<file path="src/rtl/axis_pkg.sv">
// Shared types and helpers for the AXI-Stream sink-side blocks.
// Holds the sink FSM state type, the ready-phase width and a saturating counter increment.
package axis_pkg;

    typedef enum logic [1:0] {
        RECV   = 2'd0,
        DRAIN  = 2'd1,
        REPORT = 2'd2
    } state_e;

    localparam int PHASE_W = 2;

    // Increments a counter of 'width' bits (width <= 32), sticking at all-ones.
    function automatic logic [31:0] sat_inc(input logic [31:0] value, input int unsigned width);
        logic [31:0] max_val;
        max_val = 32'hFFFF_FFFF >> (32 - width);
        return (value == max_val) ? value : value + 32'd1;
    endfunction

endpackage

</file>
<file path="src/rtl/axis_ready_gen.sv">
// TREADY pattern generator: a free-running 2-bit phase selects one stall_mask bit per cycle.
// The ready output is registered one cycle ahead so it never depends on the stream inputs.
module axis_ready_gen
    import axis_pkg::*;
(
    input  logic       clk,
    input  logic       reset_n,
    input  logic [3:0] i_stall_mask,
    input  logic       i_block_next,
    output logic       o_ready
);

    logic [PHASE_W-1:0] r_phase;
    logic [PHASE_W-1:0] w_phase_next;
    logic               r_ready;

    assign w_phase_next = r_phase + 1'b1;

    // r_ready holds the value for the cycle in which r_phase == w_phase_next.
    always_ff @(posedge clk or negedge reset_n) begin
        if (!reset_n) begin
            r_phase <= '0;
            r_ready <= 1'b0;
        end else begin
            r_phase <= w_phase_next;
            r_ready <= i_stall_mask[w_phase_next] && !i_block_next;
        end
    end

    assign o_ready = r_ready;

endmodule

</file>
<file path="src/rtl/axis_packet_sink.sv">
// AXI-Stream packet sink: checks packet length and data sequence, sums the payload
// and reports each packet with a one-cycle pulse plus saturating packet/error counters.
module axis_packet_sink
    import axis_pkg::*;
#(
    parameter int DATA_WIDTH  = 8,
    parameter int PACKET_SIZE = 8,
    parameter int CNT_WIDTH   = 16,
    parameter int CHECK_SEQ   = 1
) (
    input  logic                  clk,
    input  logic                  reset_n,
    input  logic [DATA_WIDTH-1:0] s_tdata,
    input  logic                  s_tvalid,
    output logic                  s_tready,
    input  logic                  s_tlast,
    input  logic [3:0]            stall_mask,
    output logic                  pkt_done,
    output logic [DATA_WIDTH-1:0] pkt_sum,
    output logic                  pkt_len_err,
    output logic                  pkt_seq_err,
    output logic [CNT_WIDTH-1:0]  pkt_count,
    output logic [CNT_WIDTH-1:0]  err_count
);

    localparam int            BW        = $clog2(PACKET_SIZE);
    localparam logic [BW-1:0] LAST_BEAT = BW'(PACKET_SIZE - 1);

    state_e                r_state;
    logic [BW-1:0]         r_beat_cnt;
    logic [DATA_WIDTH-1:0] r_sum;
    logic                  r_len_err;
    logic                  r_seq_err;
    logic [DATA_WIDTH-1:0] r_expected;
    logic                  r_seq_valid;

    logic                  r_pkt_done;
    logic [DATA_WIDTH-1:0] r_pkt_sum;
    logic                  r_pkt_len_err;
    logic                  r_pkt_seq_err;
    logic [CNT_WIDTH-1:0]  r_pkt_count;
    logic [CNT_WIDTH-1:0]  r_err_count;

    logic                  w_ready;
    logic                  w_xfer;
    logic [DATA_WIDTH-1:0] w_sum_add;
    logic                  w_seq_bad;
    logic                  w_last_beat;
    logic                  w_report;
    logic [DATA_WIDTH-1:0] w_rep_sum;
    logic                  w_rep_len;
    logic                  w_rep_seq;

    axis_ready_gen u_ready_gen (
        .clk          (clk),
        .reset_n      (reset_n),
        .i_stall_mask (stall_mask),
        .i_block_next (w_report),
        .o_ready      (w_ready)
    );

    assign w_xfer      = s_tvalid && w_ready;
    assign w_sum_add   = r_sum + s_tdata;
    assign w_seq_bad   = (CHECK_SEQ != 0) && r_seq_valid && (s_tdata != r_expected);
    assign w_last_beat = (r_beat_cnt == LAST_BEAT);

    // The report is captured on the TLAST edge so pkt_done and its payload appear together
    // during the single REPORT cycle.
    assign w_report  = w_xfer && s_tlast && (r_state != REPORT);
    assign w_rep_sum = (r_state == RECV) ? w_sum_add : r_sum;
    assign w_rep_len = (r_state == RECV) ? !w_last_beat : r_len_err;
    assign w_rep_seq = r_seq_err || w_seq_bad;

    always_ff @(posedge clk or negedge reset_n) begin
        if (!reset_n) begin
            r_state       <= RECV;
            r_beat_cnt    <= '0;
            r_sum         <= '0;
            r_len_err     <= 1'b0;
            r_seq_err     <= 1'b0;
            r_expected    <= '0;
            r_seq_valid   <= 1'b0;
            r_pkt_done    <= 1'b0;
            r_pkt_sum     <= '0;
            r_pkt_len_err <= 1'b0;
            r_pkt_seq_err <= 1'b0;
            r_pkt_count   <= '0;
            r_err_count   <= '0;
        end else begin
            r_pkt_done <= 1'b0;

            // Sequence tracking spans packet boundaries and the DRAIN state.
            if (w_xfer) begin
                r_expected  <= s_tdata + 1'b1;
                r_seq_valid <= 1'b1;
                if (w_seq_bad) begin
                    r_seq_err <= 1'b1;
                end
            end

            case (r_state)
                RECV: begin
                    if (w_xfer) begin
                        r_sum <= w_sum_add;
                        if (s_tlast) begin
                            r_state <= REPORT;
                        end else if (w_last_beat) begin
                            r_len_err <= 1'b1;
                            r_state   <= DRAIN;
                        end else begin
                            r_beat_cnt <= r_beat_cnt + 1'b1;
                        end
                    end
                end
                DRAIN: begin
                    if (w_xfer && s_tlast) begin
                        r_state <= REPORT;
                    end
                end
                REPORT: begin
                    r_beat_cnt <= '0;
                    r_sum      <= '0;
                    r_len_err  <= 1'b0;
                    r_seq_err  <= 1'b0;
                    r_state    <= RECV;
                end
                default: begin
                    r_state <= RECV;
                end
            endcase

            if (w_report) begin
                r_pkt_done    <= 1'b1;
                r_pkt_sum     <= w_rep_sum;
                r_pkt_len_err <= w_rep_len;
                r_pkt_seq_err <= w_rep_seq;
                r_pkt_count   <= CNT_WIDTH'(sat_inc(32'(r_pkt_count), CNT_WIDTH));
                if (w_rep_len || w_rep_seq) begin
                    r_err_count <= CNT_WIDTH'(sat_inc(32'(r_err_count), CNT_WIDTH));
                end
            end
        end
    end

    assign s_tready    = w_ready;
    assign pkt_done    = r_pkt_done;
    assign pkt_sum     = r_pkt_sum;
    assign pkt_len_err = r_pkt_len_err;
    assign pkt_seq_err = r_pkt_seq_err;
    assign pkt_count   = r_pkt_count;
    assign err_count   = r_err_count;

endmodule
</file>
<file path="config.mk">
export PLATFORM = sky130hd
export DESIGN_NAME = axis_packet_sink
export DESIGN_NICKNAME = d
export VERILOG_FILES = /design/src/rtl/axis_pkg.sv /design/src/rtl/axis_ready_gen.sv /design/src/rtl/axis_packet_sink.sv
export SDC_FILE = /design/constraint.sdc
export NUM_CORES = 1
export LEC_CHECK = 0
export ABC_AREA = 1
export BUFFER_PORTS_ARGS = -buffer_cell sky130_fd_sc_hd__buf_2
export CAP_MARGIN = 20
export CORE_MARGIN = 5
export CORE_UTILIZATION = 30
export DETAILED_ROUTE_END_ITERATION = 7
export PLACE_DENSITY = 0.54
export SLEW_MARGIN = 30
export SYNTH_ARGS = -nofsm -noshare
export SYNTH_HDL_FRONTEND = slang
export SYNTH_SLANG_ARGS = --single-unit
</file>
<file path="constraint.sdc">
create_clock -name clk -period 2.1 [get_ports clk]
set_input_delay 0.315 -clock clk [delete_from_list [all_inputs] [get_ports clk]]
set_output_delay 0.315 -clock clk [all_outputs]
set_load 0.01 [all_outputs]
</file>
==> results by group <==
Routing
  • DRC viols: 0
  • Vias post-DR: 3337
  • Pre-antenna DRT Iters: 4
  • WL/cell: 13.30 µm
  • Antenna Nets Post-Route: 0
  • WL final: around 9.5 mm
  • First DRT Iteration DRCs: ~250
  • Via-to-Cell Ratio: ~4.7

Yosys
  • Post-synth top flop: dfrtp_1
  • Synthesized area: between 0.003 and 0.004 mm²
  • Post-synthesis sequential area ratio: approximately 45%
  • Async SR Flop Fraction: 100.0%
  • Post-synth EDFFs: 0
  • Synth Instances: approximately 470
  • Leading area contributor after synthesis: dfrtp_1
  • Synth warn: 0
  • Mean post-synth cell area: ~8.3 µm²
  • Yosys cell types: 38
  • Seq cells post-synth: 70
  • Syn_nets: 501
  • Post-synth top area share: 44.63%
  • Synth area leaders: dfrtp_1 (45%), nand2_1 (14%), xor2_1 (5.1%), inv_1 (4.3%), ha_1 (3.8%)

Die
  • Core Region: 0.01272 mm²
  • Die W: around 120 µm
  • Initial Utilization: a little under a third
  • Die span in y: roughly 120 µm
  • Io pins: 60
  • Row count: 41
  • DIE AREA: between 0.015 and 0.02 mm²

Finish
  • N_diodes: 0
  • Layout area overhead: 20.40%
  • Fraction of layout cells with a size suffix above 1: approximately 18%
  • Net count, final: between 500 and 600

Pwr
  • Switch share: between 30% and 40%
  • Net Switching: between 1.5 and 2 mW
  • Leakage power: around 2.4 nW
  • Combinational power share: ~28%
  • Sequential share of power: roughly two fifths
  • PwrDens: 1004 mW/mm²
  • Worst VDD drop: approximately 0.41 mV
  • Internal: 3.123 mW
  • Clk pwr share: roughly a third

Timing
  • Fin crit period: between 1.5 and 2 ns
  • Final TNS setup: 0 ns
  • Rel. slew slack: between 60 and 70%
  • Hold Vio Cnt, Final: 0
  • Achievable Freq: 0.5518 GHz
  • Final Worst Setup Slack: approximately 0.29 ns
  • Tightest Pin Transition: between 0.5 and 0.6 ns
  • Tcrit/Tclk final: between 80 and 90%
  • RSZ-0062 raised after global routing: no
  • Setup violations, final: 0
  • Layout Skew: between 0.006 and 0.007 ns
  • Max Slew Vio Count: 0

Placed design
  • Port Buffers: between 50 and 60
  • Pre-CTS setup slack: ~0.21 ns
  • DP Wirelength: ~6.8 mm
  • Placer congestion estimate: roughly 0.83

CTS
  • Worst-case clock buffer depth: 2
  • CTS clk-pin slew, worst paths: about 0.060 ns
  • Clock latency on the worst-skew pair: 0.33 ns
  • Post-CTS sizing: 0
  • Post-CTS setup buffers: 0
  • CTS Sinks: 70
  • H-tree depth: 3
  • # hold bufs at CTS: 0
  • CTS tree: built
  • Root Driver: clkbuf_16
  • Cts bufs inserted: 9

Global routing
  • Vias in the first global route: ~3400
  • Gr usage total: 12.71%
  • Largest net degree at the start of global routing: 71
  • Antenna violations before repair: 0
  • Total gr overflow: 0
  • First-pass GRT wire length: around 16 mm

Setup path
  • CP arrival: between 2 and 2.5 ns
  • Critical path data required time: around 2.3 ns
  • CP endpoint kind: flop
  • Top fanout value on the critical path: 17
  • R2r setup slk: between 0.2 and 0.3 ns
  • Critical Path Start Type: flop
  • Kind of critical path: flop to flop

Run
  • Max-cap viol count: 0

Worst hold path
  • Worst hold path type: input pin to asynchronous set/reset pin

Status
  • Status: completed
==> path summary, 6_finish.rpt <==
| kind | from | endpoint | depth (start not counted) |
|---|---|---|---|
| max | r_beat_cnt[0] | err_count[6] | 8 |
| min reg2reg | pkt_sum[5] | pkt_sum[5] | 2 |
| min in group clk | stall_mask[1] | u_ready_gen.o_ready | 3 |
| max reg2reg | r_beat_cnt[0] | err_count[6] | 8 |
| max in group asynchronous | reset_n | pkt_count[0] | 2 |
| min | reset_n | pkt_sum[4] | 2 |
==> synth_stat cells, types with 2 or more instances <==
master	n
or2_2	2
xnor2_1	17
dfrtp_1	70
xor2_1	23
o31ai_1	3
nor2_4	2
buf_2	4
o21ai_1	2
a21oi_1	14
nor2_2	2
clkbuf_1	2
nor3_1	4
buf_4	2
nor2_1	32
nand3_2	2
nand3_4	2
ha_1	12
nand2_1	149
nor3_2	3
a31oi_1	4
o21ai_0	20
nand3b_1	2
inv_1	45
nand4_1	22
nand3_1	19
==> per-layer routing <==
layer / track usage (%) / share of wire, % / vias up
met4: 5.545 / 1.8 / 0
met1: 16.41 / 48 / 1590
met3: 2.787 / 3.9 / 10
met2: 20.45 / 47 / 60
met5: 0 / 0 / -
li1: - / - / 1677
==> power groups by stage <==
stage	Sequential, mW	Clock (mW)	Combinational [mW]
after floorplan	1.93	0	0.824
after global placement	1.91	0	1.28
after detailed placement	1.92	0	1.33
after CTS	1.90	1.58	1.33
after global routing	1.95	1.62	1.52
final	1.90	1.53	1.32
==> cells by family (layout without fill, tap and decap cells) <==
logic type / count (synthesis) / after routing / synth area share, %
AND/OR/NAND/NOR: 248 / 248 / 29.74
flip-flops: 70 / 70 / 44.63
buffers and inverters: 55 / 126 / 5.993
AO/OA/AOI/OAI: 46 / 46 / 6.376
XOR/XNOR: 40 / 40 / 8.926
adder cells (fa/ha/maj): 13 / 13 / 4.335
==> cells in the final DEF (no fill, tap or decap), types with 3 or more instances in the layout <==
cell       netlist  final
nor3_2           3      3
buf_4            2      5
nand4_1         22     22
nand3_1         19     19
xnor2_1         17     17
ha_1            12     12
a21oi_1         14     14
dfrtp_1         70     70
nand2_1        149    149
o31ai_1          3      3
nor2_1          32     32
buf_2            4     59
o21ai_0         20     20
clkbuf_16        0      9
inv_1           45     45
nor3_1           4      4
xor2_1          23     23
a31oi_1          4      4
==> layout make-up <==
cell class | count | area, µm²
Fill cell | 1366 | 7996
Timing Repair Buffer | 65 | 352.8
Sequential cell | 70 | 1752
Clock buffer | 11 | 242.7
Inverter | 46 | 177.7
Multi-Input combinational cell | 347 | 1938
Tap cell | 172 | 215.2
Clock inverter | 4 | 47.55
==> per-stage QoR <==
stage	util (%)	hold slack, ns	area (µm²)	instances	power, mW
floorplan	-	0.01941	3925	472	2.757
global placement	34.86	0.3813	4436	700	3.194
detailed placement	34.86	0.3848	4436	700	3.247
CTS	37.15	0.02105	4726	715	4.817
global route	37.15	0.04215	4726	715	5.086
finish	37.15	0.009539	4726	715	4.744
==> registers in the layout, summed over array words and instances (netlist names) <==
signal,cells
r_expected,8
r_len_err,1
pkt_count,16
pkt_len_err,1
pkt_done,1
r_beat_cnt,3
err_count,16
r_state,2
pkt_sum,8
u_ready_gen.r_phase,2
r_seq_valid,1
u_ready_gen.o_ready,1
r_seq_err,1
pkt_seq_err,1
r_sum,8
==> worst max-delay path, stage by stage (launching register included) <==
cell and delay, ns:
dfrtp_1 0.40, ha_1 0.22, ha_1 0.21, nand2_1 0.09
o21ai_1 0.12, nand3_4 0.24, nand3_4 0.23, nand2_1 0.11
nand2_1 0.06
Power figures use the tool's default switching activity.
